==> src/rtl/mips_pkg.sv <==
// Shared definitions for the MIPS fetch and decode stages: FSM encodings,
// the default reset PC, opcode constants and the branch offset helper.
package mips_pkg;

  typedef logic [1:0] state_t;

  localparam state_t ST_IDLE  = 2'd0;
  localparam state_t ST_FETCH = 2'd1;
  localparam state_t ST_EXEC  = 2'd2;

  localparam logic [31:0] RESET_PC_DEFAULT = 32'h0000_0000;

  localparam logic [5:0] OP_RTYPE = 6'h00;
  localparam logic [5:0] OP_J     = 6'h02;
  localparam logic [5:0] OP_JAL   = 6'h03;
  localparam logic [5:0] OP_BEQ   = 6'h04;
  localparam logic [5:0] OP_BNE   = 6'h05;
  localparam logic [5:0] OP_ADDI  = 6'h08;
  localparam logic [5:0] OP_LW    = 6'h23;
  localparam logic [5:0] OP_SW    = 6'h2B;

  // Word offset of a branch immediate, as a signed byte displacement.
  function automatic logic signed [31:0] branch_offset(input logic [15:0] imm);
    return {{14{imm[15]}}, imm, 2'b00};
  endfunction

endpackage

==> src/rtl/next_pc_calc.sv <==
// Combinational next-PC selection: jump, then taken branch, then fall-through.
module next_pc_calc
  import mips_pkg::*;
(
  input  logic [31:0] i_pc_plus4,
  input  logic [25:0] i_inst_idx,
  input  logic        i_jump,
  input  logic        i_branch,
  input  logic        i_bne,
  input  logic        i_zero,
  output logic [31:0] o_next_pc
);

  logic               w_taken;
  logic signed [31:0] w_offset;

  // beq and bne together simply OR; the decoder should never assert both.
  assign w_taken  = (i_branch & i_zero) | (i_bne & ~i_zero);
  assign w_offset = branch_offset(i_inst_idx[15:0]);

  always_comb begin
    o_next_pc = i_pc_plus4;
    if (i_jump) begin
      o_next_pc = {i_pc_plus4[31:28], i_inst_idx, 2'b00};
    end else if (w_taken) begin
      o_next_pc = i_pc_plus4 + $unsigned(w_offset);
    end
  end

endmodule

==> src/rtl/pc_fetch.sv <==
// Fetch and PC-sequencing stage: IDLE -> FETCH (req/ack) -> EXEC -> FETCH.
// Holds the PC and the latched instruction; next-PC math lives in next_pc_calc.
module pc_fetch
  import mips_pkg::*;
#(
  parameter logic [31:0] RESET_PC = RESET_PC_DEFAULT
) (
  input  logic        clk,
  input  logic        rst,
  output logic [31:0] imem_addr,
  output logic        imem_req,
  input  logic        imem_ack,
  input  logic [31:0] imem_rdata,
  output logic [31:0] inst,
  output logic        inst_valid,
  output logic [31:0] pc,
  output logic [31:0] pc_plus4,
  input  logic        Jump,
  input  logic        Branch,
  input  logic        bne,
  input  logic        zero,
  input  logic        stall
);

  state_t      r_state;
  logic [31:0] r_pc;
  logic [31:0] r_inst;
  logic [31:0] w_pc_plus4;
  logic [31:0] w_next_pc;

  assign w_pc_plus4 = r_pc + 32'd4;

  next_pc_calc u_next_pc_calc (
    .i_pc_plus4 (w_pc_plus4),
    .i_inst_idx (r_inst[25:0]),
    .i_jump     (Jump),
    .i_branch   (Branch),
    .i_bne      (bne),
    .i_zero     (zero),
    .o_next_pc  (w_next_pc)
  );

  // pc and inst only move on the FETCH->EXEC and EXEC->FETCH edges, so they
  // are stable for the whole EXEC window including stalls.
  always_ff @(posedge clk) begin
    if (rst) begin
      r_state <= ST_IDLE;
      r_pc    <= RESET_PC;
      r_inst  <= '0;
    end else begin
      case (r_state)
        ST_IDLE: r_state <= ST_FETCH;
        ST_FETCH: begin
          if (imem_ack) begin
            r_inst  <= imem_rdata;
            r_state <= ST_EXEC;
          end
        end
        ST_EXEC: begin
          if (!stall) begin
            r_pc    <= w_next_pc;
            r_state <= ST_FETCH;
          end
        end
        default: r_state <= ST_IDLE;
      endcase
    end
  end

  assign imem_addr  = r_pc;
  assign imem_req   = (r_state == ST_FETCH);
  assign inst       = r_inst;
  assign inst_valid = (r_state == ST_EXEC);
  assign pc         = r_pc;
  assign pc_plus4   = w_pc_plus4;

endmodule

==> config.mk <==
export PLATFORM = sky130hd
export DESIGN_NAME = pc_fetch
export DESIGN_NICKNAME = d
export VERILOG_FILES = /design/src/rtl/mips_pkg.sv /design/src/rtl/next_pc_calc.sv /design/src/rtl/pc_fetch.sv
export SDC_FILE = /design/constraint.sdc
export NUM_CORES = 1
export LEC_CHECK = 0
export ABC_AREA = 1
export BUFFER_PORTS_ARGS = -buffer_cell sky130_fd_sc_hd__buf_4
export CORE_MARGIN = 3
export CORE_UTILIZATION = 55
export CTS_BUF_LIST = sky130_fd_sc_hd__clkbuf_4 sky130_fd_sc_hd__clkbuf_8
export DETAILED_ROUTE_END_ITERATION = 16
export PLACE_DENSITY = 0.83
export SLEW_MARGIN = 15
export SYNTH_ARGS = -nofsm -noshare
export SYNTH_HDL_FRONTEND = slang
export SYNTH_SLANG_ARGS = --single-unit
==> constraint.sdc <==
create_clock -name clk -period 3.15 [get_ports clk]
set_input_delay 0.1575 -clock clk [delete_from_list [all_inputs] [get_ports clk]]
set_output_delay 0.1575 -clock clk [all_outputs]
set_load 0.1 [all_outputs]
* Word-level counts from Yosys, hierarchy flattened
Index checks and enable logic that the tools add are counted.
** Storage, ports and cells
- Input port bits :: 40
- RAM bits :: 0
- Register bits :: 66
- Latch bits :: 0
- Bits in read-only memories :: 0
- Memories :: 0
** Operators by class
- Equal/unequal tests :: 4
- Div/mod/pow operators :: 0
- Bitwise operators :: 5
- Reduce and logical (&&, ||, !) cells :: 4
- $mul :: 0
- Shifts and indexed selects :: 0
- $add $sub $neg :: 2
- Magnitude comparators :: 0
- Muxes and demuxes :: 5
** Operators by type and width (number)
- $mux W32 :: 2
- $add A32 B3 Y32 const B :: 1
- $add A32 B32 Y32 :: 1
- $pmux W2 S3 :: 1
- $reduce_and A2 Y1 :: 3
- $mux W2 :: 2
- $and A1 B1 Y1 :: 2
- $eq A2 B1 Y1 const B :: 1
- $eq A2 B2 Y1 const B :: 1
- $logic_not A2 Y1 :: 1
- $ne A2 B1 Y1 const B :: 1
- $ne A2 B2 Y1 const B :: 1
- $not A1 Y1 :: 2
- $or A1 B1 Y1 :: 1

* Logic depth before layout (Yosys ltp)
Gate-level depths: netlist of run 1.
- Word-level depth :: 5
- Depth in mapped cells :: 24

* Hierarchy
From an unflattened synthesis of run 1, not the netlist that was laid out.
** Second synthesis, totals
- Cells, all modules :: 1045
- Area, all modules :: 6155.9 µm²
** Modules (own cells, without submodules)
- pc_fetch :: instances 1, area each 3439.5 µm², cells an instance 491, sequential area each 1321.3 µm²
- next_pc_calc :: instances 1, area each 2716.4 µm², cells an instance 554, sequential area each 0.0 µm²

* Worst setup path after synthesis of run 1
Ideal clock, no wire load.
- Kind :: reg2reg
- Start :: register r_pc[2] (netlist: imem_addr[2])
- End :: register r_pc[23] (netlist: imem_addr[23])
- Setup slack :: -1.945 ns
- Arrival :: 4.972 ns
- Stages on the path, launching flop included :: 18
- Path buffers :: 0
- Cells stage by stage :: dfxtp_1 ha_1 nand3_1 inv_2 nand2_2 xnor2_1 ha_1 nand2_1 inv_1 nand2_1 nand2_1 a21oi_1 nand2_1 nand2_1 nand2_1 or2_2 nand3_1 a21oi_1
** Between the ends
- Cells in the longest elaborated chain, start to end :: 4
** RTL lines
- start: declaration :: line pc_fetch.sv:26 : logic [31:0] r_pc;
- start signal: assignment :: line pc_fetch.sv:61 : r_pc <= w_next_pc;
- $add A32 B3 Y32 :: line pc_fetch.sv:31 : assign w_pc_plus4 = r_pc + 32'd4;
- named net pc_plus4[10] :: line pc_fetch.sv:17 : output logic [31:0] pc_plus4,
- $add A32 B32 Y32 :: line next_pc_calc.sv:26 : o_next_pc = i_pc_plus4 + $unsigned(w_offset);
- $mux W32 :: line next_pc_calc.sv:25 : end else if (w_taken) begin
- $mux W32 :: line next_pc_calc.sv:23 : if (i_jump) begin
The timed path passes the listed nets, and every way through them passes these cells.
A chain may end at the register's enable or synchronous reset.

* Worst setup path after layout of run 1
- Start :: register r_pc[6] (netlist: imem_addr[6])
- End :: register r_pc[25] (netlist: imem_addr[25])
** Between the ends
- Cells in the longest elaborated chain, start to end :: 4
** RTL lines (line)
- $add A32 B3 Y32 * :: pc_fetch.sv:31
- $add A32 B32 Y32 :: next_pc_calc.sv:26
- $mux W32 * :: next_pc_calc.sv:25
- $mux W32 * :: next_pc_calc.sv:23
Mark *: on every way between the ends. The rest lies on a longest branch, timed or not.

==> results of run 1 <==
## timing repair
action,CTS,global route
resized for setup,0,36
endpoints found under the setup margin,0,16
buffers inserted,0,4
## per-layer routing
layer | up-vias | track usage [%] | share of wire (%) | routed length [microns]
met5 | - | 0 | 0 | 0
met4 | 0 | 14.5 | 3.9 | 862
met3 | 70 | 9.28 | 11 | 2380
met2 | 441 | 57.5 | 44 | 9710
met1 | 3307 | 49.1 | 42 | 9300
li1 | 3491 | - | - | -
## final timing paths
path                           endpoint  slack [ns]  cells after the start                 startpoint
max reg2reg  imem_addr[25]$_SDFFE_PP0P_        0.17                     20  imem_addr[6]$_SDFFE_PP0P_
max          imem_addr[25]$_SDFFE_PP0P_        0.17                     20  imem_addr[6]$_SDFFE_PP0P_
min reg2reg       inst[30]$_SDFFE_PP0P_        0.46                      2      inst[30]$_SDFFE_PP0P_
min                inst[8]$_SDFFE_PP0P_        0.08                      3              imem_rdata[8]
## layout make-up
| cell class | count | area [sq um] | share of cell area, % |
|---|---|---|---|
| timing repair buffer | 219 | 1640 | 20.4 |
| sequential | 64 | 1330 | 16.6 |
| inverter | 130 | 499 | 6.20 |
| clock inverter | 6 | 93.8 | 1.17 |
| multi-input combinational | 732 | 4180 | 51.9 |
| clock buffer | 10 | 131 | 1.63 |
| tap | 136 | 170 | 2.11 |
## power by group
| part | switching (uW) | internal [uW] | leakage, uW | total [uW] |
|---|---|---|---|---|
| logic | 644 | 203 | 0.00344 | 847 |
| clock network | 362 | 459 | 0.000110 | 820 |
| registers | 41.6 | 837 | 0.000535 | 878 |
## metrics by stage
stage                     worst slack [ns]  setup TNS, ns
final                                0.170              0
after global routing               -0.0508         -0.171
after CTS                           0.0946              0
after detailed placement             0.105              0
after global placement               0.165              0
after floorplan                     -0.516          -9.41
## cell usage in the layout (no fill, tap or decap), drive strengths merged, types with 3 or more instances in the layout
cell / n
a31oi: 7
nor2: 76
buf: 219
clkbuf: 10
nand4: 11
nand2: 291
inv: 127
clkinv: 3
xor2: 21
a21oi: 115
xnor2: 6
nand3: 74
nor3: 17
o211ai: 6
o21bai: 3
dfxtp: 64
clkinvlp: 4
ha: 36
conb: 6
o21ai: 45
a21o: 4
## worst max-delay path, delay by kind of cell, from the launching register on
kind / cells / cell delay (ns)
flops: 1 / 0.38
buf+inv: 5 / 0.59
fa+ha+maj: 1 / 0.27
compound gates: 5 / 0.69
xor+xnor: 1 / 0.16
simple gates: 8 / 0.81
## state kept, by name, summed over array words and instances (netlist names)
name,count
r_state,2
imem_addr,30
inst,32
## cell families (layout without fill, tap and decap cells)
group                      count (synthesis)  count (layout)  share of synthesized area [%]
and+or+nand+nor                          477             477                           34.4
DFF                                       64              64                           21.7
xor gates and xnor gates                  27              27                           4.13
other                                      1               6                         0.0635
AOI/OAI and AO/OA                        185             185                           17.0
buffers and inverters                    195             365                           14.8
adders and majority gates                 37              37                           7.97
==> reports/results.tsv, run 1 <==
metric	value	unit
outcome	finished clean	
dpl.hpwl	17200	microns
cts.sinks	64	
place_area	0.00765	sq mm
tightest_slew	1.04	ns
crit_chain	nand2_1 > nor2_4 > nand2_4 > nor2_2 > inv_2 > nor2_1 > buf_4 > xor2_4 > ha_1 > buf_4 > nand2_1 > inv_1 > a21oi_2 > o21ai_2 > nand2_1 > nand3_1 > a21oi_1 > o21ai_0 > buf_4 > a21oi_2	
timing.hold.ws	0.0798	ns
cp_max_fo	6	
syn_inst	986	
start_util	56.9	%
timing.slew.headroom	30.8	%
grt_max_degree	42	
cts_hold_buf	0	
yosys.area.top_type	dfxtp_1	
crit_required	3.43	ns
first_global_vias	6759	
endpoint_kind	flop	
drtPass1Iterations	6	
final_core_util	77.7	%
setup_viol_count_final	0	
synth_top_area_share	21.7	%
io_pins	170	
ys_top_cells_by_count	nand2_1 (287), inv_1 (127), a21oi_1 (112), nand3_1 (73), nor2_1 (68)	
cts_max_path_buffers	2	
synth.most_common_cell	nand2_1	
viasPerCell	5.64	
clk_pin_slew	0.08	ns
synth-edff-count	0	
drt-wirelength-per-cell	17.2	microns
cts_tree	done	
cp_slowest_cell	dfxtp_4	
drtIter0Drc	798	
holdCritPathClass	input port to flop	
peakVddDrop	390	uV
max_freq	336	MHz
design_area	0.00805	sq mm
die_area	0.0120	sq mm
drive_gt1_share	30.1	%
fillers	840	
drc	0	
clock_latency	0.35	ns
ys_ff_latch	64	
gp_congestion	1.01	
die_w	110	microns
antenna_found_initial	0	
p_leak	0.00409	uW
hold_viol	0	
layout.cells.non_filler	1297	
rows	37	
rsz0062_at_grt	yes	
grt_usage	37.0	%
slowest_delay	0.38	ns
grt_pass1_wl	34200	microns
core_area	0.0104	sq mm
vias	7309	
skew	0.0138	ns
dp.cells	1277	
gr-total-overflow	0	
synth_top_flop_cell	dfxtp_1	
area_growth	36.4	%
synthTopCellsByArea	dfxtp_1 (22%), nand2_1 (18%), a21oi_1 (9.5%)	
arrival	3.26	ns
clockRootBuffer	clkbuf_8	
io_buffers	163	
ant_nets	0	
maxCapViolCount	0	
syn_area	0.00590	sq mm
nets	1233	
post-route-min-period	2.98	ns
yosys_warnings	0	
yosysUniqueCellTypes	40	
htree_levels	3	
die_h	110	microns
total_power	2550	uW
crit_type	flop to flop	
cts_buffers	9	
pwr_density_cell	316	mW/mm^2
n_antenna_cell	0	
avgSynthCellArea	5.99	sq um
totalWireLength	22200	microns
slew_violations	0	
start_kind	flop	
synth_async_sr_flop_share	0	%
period_share	94.6	%
ys_seq_area_share	21.7	%
No activity file was read; power rests on OpenSTA's default activity.
==> inputs of run 2 (changes only) <==
- ABC_AREA: 1 -> not set
- CORE_UTILIZATION: 55 -> 53
==> run 2 against run 1 <==
Compared with the run above: the flow now stops in global routing (5_1_grt); synthesized cell count decreased by 32%; synthesized area decreased by 14%.
==> reports/results.tsv, run 2 <==
metric	value	unit
synth.most_common_cell	nand2_1	
syn_inst	674	
synth-edff-count	0	
gp_congestion	0.990	
die_h	104	microns
synth_async_sr_flop_share	0	%
clockRootBuffer	clkbuf_8	
htree_levels	3	
syn_area	0.00509	sq mm
die_w	104	microns
start_util	54.9	%
stop_stage	global routing (5_1_grt)	
synth_top_area_share	25.2	%
io_buffers	163	
yosysUniqueCellTypes	60	
cts_hold_buf	0	
ys_top_cells_by_count	nand2_1 (96), a21oi_1 (89), dfxtp_1 (64), nor2_1 (51)	
outcome	stopped before the end	
ys_seq_area_share	25.2	%
yosys_warnings	0	
yosys.area.top_type	dfxtp_1	
cts.sinks	64	
synth_top_flop_cell	dfxtp_1	
worstEpCategory	register data pin	
synthTopCellsByArea	dfxtp_1 (25%), ha_1 (8.8%), a21oi_1 (8.7%)	
dpl.hpwl	14800	microns
ys_ff_latch	64	
io_pins	170	
cts_buffers	9	
grt_max_degree	67	
worst_endpoint	imem_addr[31]$_SDFFE_PP0P_/D	
first-error	[ERROR DPL-0038] Utilization greater than 100%, impossible to legalize	
cts_max_path_buffers	2	
rows	35	
avgSynthCellArea	7.56	sq um
-- run 2: cells by family after synthesis --
kind of cell	synth area share (%)
muxes	0.811
DFF	25.2
buffers and inverters	8.35
other	0.0736
and+or+nand+nor	23.7
AOI/OAI and AO/OA	24.3
adders and majority gates	9.24
xor gates and xnor gates	8.43
-- run 2: metrics by stage --
stage	worst slack, ns	utilization [%]	std cells	area, sq um
after CTS	-0.416	95.5	1107	8860
after detailed placement	-0.546	84.4	1061	7830
after global placement	-0.476	84.4	1061	7830
after floorplan	-1.30	-	679	5650
-- run 2: repair_timing --
item	CTS
pin swaps	73
setup buffers	35
gates resized for setup	104
endpoints found under the setup margin	15
==> inputs of run 3 (changes only) <==
- CORE_UTILIZATION: 53 -> 40
- CTS_BUF_LIST: sky130_fd_sc_hd__clkbuf_4 sky130_fd_sc_hd__clkbuf_8 -> not set
- PLACE_DENSITY: 0.83 -> not set
- PLACE_DENSITY_LB_ADDON: not set -> 0.15
==> run 3 against run 2 <==
Compared with the run above: the flow now finishes, with violations (setup timing); synthesized area unchanged; synthesized cell count stayed put.
==> reports/results.tsv, run 3 <==
metric	value	unit
timing.slew.headroom	46.6	%
dr_wl_met3	1360	microns
grt_pass1_wl	32100	microns
ys_seq_area_share	25.2	%
io_pins	170	
crit_required	3.37	ns
largest_reg_flops	32	
setup_viol_count_final	14	
rsz0062_at_grt	yes	
rows	40	
viasPerCell	5.50	
start_util	41.7	%
cp_max_fo	4	
drive_gt1_share	52.9	%
peakVddDrop	302	uV
cts_max_path_buffers	2	
cts_tree	done	
htree_levels	3	
vias	6222	
tightest_slew	0.800	ns
io_buffers	163	
grt_max_degree	67	
max_freq	279	MHz
slew_violations	0	
top_layer	met4	
pwr_density_cell	303	mW/mm^2
nets	1036	
dpl.hpwl	14700	microns
p_leak	0.00411	uW
clockRootBuffer	clkbuf_16	
cp_top_family	compound AO/OA/AOI/OAI gates	
ant_nets	0	
ys_ff_latch	64	
synth-edff-count	0	
timing.hold.ws	0.0618	ns
drtIter0Drc	376	
ys_top_cells_by_count	nand2_1 (96), a21oi_1 (89), dfxtp_1 (64), nor2_1 (51)	
cts.sinks	64	
grt_usage	28.1	%
arrival	3.81	ns
die_area	0.0141	sq mm
syn_area	0.00509	sq mm
start_kind	flop	
endpoint_kind	flop	
synth.most_common_cell	nand2_1	
crit_chain	and3_4 > nand2_2 > nor4_4 > buf_6 > nand3_4 > xnor2_4 > ha_4 > a21oi_4 > o21bai_2 > a2111oi_4 > mux2i_1 > a41oi_2 > o221a_2 > mux2i_1 > mux2_1	
drt-wirelength-per-cell	18.0	microns
post-route-min-period	3.59	ns
clock_latency	0.34	ns
die_w	119	microns
worst_slack	-0.437	ns
dp.cells	1098	
period_share	114	%
yosysUniqueCellTypes	60	
synth_async_sr_flop_share	0	%
synth_top_area_share	25.2	%
drtPass1Iterations	6	
synth_top_flop_cell	dfxtp_1	
syn_inst	674	
yosys_warnings	0	
cp_slowest_cell	a2111oi_4	
power_switching	1070	uW
cts_buffers	9	
final_core_util	73.3	%
fin_setup_tns	-2.62	ns
switching_share	39.4	%
area_growth	75.7	%
drc	0	
clkPwrFrac	34.6	%
cts_hold_buf	0	
p_seq_share	31.8	%
final_common_cell	buf_4	
p_comb_share	33.6	%
die_h	119	microns
gr-total-overflow	0	
gp_congestion	0.933	
yosys.area.top_type	dfxtp_1	
maxCapViolCount	0	
first_global_vias	6275	
violations	setup timing	
layout.cells.non_filler	1132	
holdCritPathClass	input port to flop	
cpMostUsedCell	mux2i_1	
crit_type	flop to flop	
final_cell_mix	buf_4 (326), nand2_1 (88), a21oi_1 (74)	
antenna_found_initial	0	
met2WireLength	10100	microns
p_int	1640	uW
synthTopCellsByArea	dfxtp_1 (25%), ha_1 (8.8%), a21oi_1 (8.7%)	
n_antenna_cell	0	
clk_pin_slew	0.06	ns
hold_viol	0	
m1WireLength	8440	microns
slowest_delay	0.41	ns
core_area	0.0122	sq mm
totalWireLength	20400	microns
critPathBufInv	1	
avgSynthCellArea	7.56	sq um
skew	0.00477	ns
outcome	finished, violations left	
run 3: metal layers:
layer	vias to the layer above	track usage, %
li1	2951	-
met1	2984	35.4
met2	251	48.4
met3	36	4.70
met4	0	10.1
met5	-	0
run 3: tightest hold or removal path: stages:
cell and delay (ns):
buf_4 0.10, nand2_1 0.04, a21oi_1 0.05
run 3: final timing paths:
kind                                endpoint  slack, ns                      start  cells past startpoint
setup / recovery  imem_addr[31]$_SDFFE_PP0P_      -0.44  imem_addr[4]$_SDFFE_PP0P_                     15
hold / removal         inst[10]$_SDFFE_PP0P_       0.06             imem_rdata[10]                      3
setup reg to reg  imem_addr[31]$_SDFFE_PP0P_      -0.44  imem_addr[4]$_SDFFE_PP0P_                     15
hold reg to reg        inst[29]$_SDFFE_PP0P_       0.47      inst[29]$_SDFFE_PP0P_                      2
run 3: timing repair:
action	CTS	global route
resized for setup	81	38
setup buffers	10	8
pin swaps	53	27
endpoints found under the setup margin	16	15
gates cloned	0	0
run 3: cells by family (layout without fill, tap and decap cells):
logic type	Yosys count	count (layout)	share of synthesized area [%]
simple gates	257	257	23.7
compound gates	185	185	24.3
buf+inv	77	362	8.35
flops	64	64	25.2
xor+xnor	49	49	8.43
fa+ha+maj	37	37	9.24
mux	4	4	0.811
other cells	1	6	0.0736
run 3: power groups by stage:
stage	clock network, uW	logic [uW]	registers (uW)
2_1_floorplan	0	408	1090
3_5_place_dp	0	868	875
4_1_cts	948	896	861
3_3_place_gp	0	857	874
6_report	936	912	862
5_1_grt	980	953	866
run 3: layout make-up:
cell class / instances / area (sq um)
clock buffer: 11 / 243
clock inverter: 5 / 31.3
fill: 941 / 3260
inverter: 9 / 33.8
multi-input combinational: 538 / 4500
sequential: 64 / 1360
tap: 168 / 210
timing repair buffer: 337 / 2570
run 3: per-stage QoR:
step / setup slack (ns) / instance area, sq um / power [uW]
detailed placement: -0.624 / 7870 / 1740
finish: -0.437 / 8950 / 2710
floorplan: -1.30 / 5650 / 1500
global route: -0.547 / 8950 / 2800
global placement: -0.532 / 7870 / 1730
CTS: -0.369 / 8700 / 2710
==> inputs of run 4 (changes only) <==
- ABC_AREA: not set -> 1
==> run 4 against run 3 <==
Compared with the run above: the flow now finishes without violations; first-iteration DRC count grew 72%; core utilization fell by 15 points; critical path type unchanged; clock power about the same; highest routed layer unchanged; wire length rose by 13%; largest cell class unchanged.
==> reports/results.tsv, run 4 (synthesis gave the netlist of run 1 again) <==
metric	value	unit
grt_max_degree	42	
die_area	0.0163	sq mm
period_share	95.8	%
nets	1233	
p_seq_share	33.3	%
switching_share	40.7	%
core_area	0.0141	sq mm
holdCritPathClass	input port to flop	
drtPass1Iterations	5	
first_global_vias	6683	
start_util	41.7	%
io_pins	170	
place_area	0.00771	sq mm
drtIter0Drc	646	
rr_endpoint	imem_addr[28]$_SDFFE_PP0P_	
clockRootBuffer	clkbuf_16	
cp_top_family	simple AND/OR/NAND/NOR gates	
drt-wirelength-per-cell	17.1	microns
use_met1	39.9	%
drive_gt1_share	30.7	%
cp_slowest_cell	dfxtp_2	
met3_usage	5.14	%
drc	0	
crit_chain	nand2_1 > nor2_1 > nand2_1 > nor2_8 > nand2_4 > xor2_1 > inv_1 > ha_1 > nand2_1 > nor2_1 > inv_1 > nor3_2 > nand3_1 > nand3_1 > nand3_1 > nand2_1 > a21oi_1	
crit_type	flop to flop	
clkPwrFrac	35.0	%
p_leak	0.00410	uW
r2r_slack	0.13	ns
grt_usage	27.7	%
fin_setup_tns	0	ns
final_cell_mix	nand2_1 (277), buf_4 (219), inv_1 (120)	
io_buffers	163	
crit_required	3.35	ns
fillers	1425	
antenna_found_initial	0	
dp.cells	1322	
slowest_delay	0.42	ns
p_int	1580	uW
arrival	3.22	ns
die_h	127	microns
use_met2	42.2	%
largest_reg_flops	32	
area_growth	39.5	%
pwr_density_cell	324	mW/mm^2
viasPerCell	5.29	
rsz0062_at_grt	yes	
cts.sinks	64	
gr-total-overflow	0	
critPathBufInv	2	
totalWireLength	22900	microns
setup_viol_count_final	0	
min_to	inst[23]$_SDFFE_PP0P_	
p_comb_share	31.7	%
die_w	127	microns
vias	7096	
clock_latency	0.34	ns
start_kind	flop	
ant_nets	0	
cpMostUsedCell	nand2_1	
cts_max_path_buffers	2	
rows	43	
htree_levels	3	
cts_buffers	9	
grt_pass1_wl	35700	microns
outcome	finished clean	
final_common_cell	nand2_1	
hold_start	imem_rdata[23]	
design_area	0.00823	sq mm
layout.cells.non_filler	1341	
skew	0.00998	ns
cts_tree	done	
hold_viol	0	
cp_max_fo	6	
dpl.hpwl	18300	microns
endpoint_kind	flop	
max_freq	331	MHz
slew_violations	0	
n_antenna_cell	0	
r2r_cells	17	
grt-busiest-layer	met2	
maxCapViolCount	0	
gp_congestion	0.946	
reg2reg_from	imem_addr[14]$_SDFFE_PP0P_	
timing.hold.ws	0.101	ns
peakVddDrop	351	uV
startpoint	imem_addr[14]$_SDFFE_PP0P_	
hold_path_depth	3	
clk_pin_slew	0.06	ns
power_switching	1090	uW
tightest_slew	0.850	ns
post-route-min-period	3.02	ns
timing.slew.headroom	43.3	%
run 4: repair_timing:
item,CTS,global route
resized for setup,0,48
setup buffers,0,3
setup endpoints to repair,0,17
hold buffers,0,0
run 4: power by group through the flow:
stage               Clock [uW]  Sequential [uW]  Combinational (uW)
detailed placement           0              905                 828
floorplan                    0             1110                 410
CTS                        940              888                 830
finish                     934              889                 846
global placement             0              904                 826
global route               981              894                 891
run 4: metrics by stage:
step | total power (uW) | utilization (%) | setup slack, ns
global route | 2770 | 58.2 | -0.0428
CTS | 2660 | 56.4 | 0.0536
detailed placement | 1730 | 54.5 | 0.0808
global placement | 1730 | 54.5 | 0.0889
floorplan | 1520 | - | -0.516
finish | 2670 | 58.2 | 0.131
run 4: worst register-to-register path: stages, from the launching register on:
cell,delay (ns)
dfxtp_2,0.42
nand2_1,0.11
nor2_1,0.10
nand2_1,0.14
nor2_8,0.20
nand2_4,0.08
xor2_1,0.23
inv_1,0.15
ha_1,0.33
nand2_1,0.12
nor2_1,0.17
inv_1,0.09
nor3_2,0.18
nand3_1,0.18
nand3_1,0.12
nand3_1,0.12
nand2_1,0.09
a21oi_1,0.05
run 4: worst max-delay path by stage:
stage	cells past startpoint	endpoint	slack (ns)
after floorplan	18	imem_addr[23]$_SDFFE_PP0P_	-0.52
after global placement	17	imem_addr[28]$_SDFFE_PP0P_	0.09
after detailed placement	18	imem_addr[30]$_SDFFE_PP0P_	0.08
after CTS	18	imem_addr[30]$_SDFFE_PP0P_	0.05
after global routing	18	imem_addr[28]$_SDFFE_PP0P_	-0.04
final	17	imem_addr[28]$_SDFFE_PP0P_	0.13
run 4: cell type report:
class	count	area [sq um]	area share [%]
multi-input cells	732	4260	51.7
repair buffers	219	1640	20.0
well taps	180	225	2.74
clock inverters	6	43.8	0.532
clock buffers	10	229	2.78
inverters	130	499	6.06
flip-flops and latches	64	1330	16.2
run 4: per-layer routing:
metal	vias up	share of wire, %
met4	0	2.0
met2	334	44
met3	35	9.3
li1	3490	-
met5	-	0
met1	3237	45
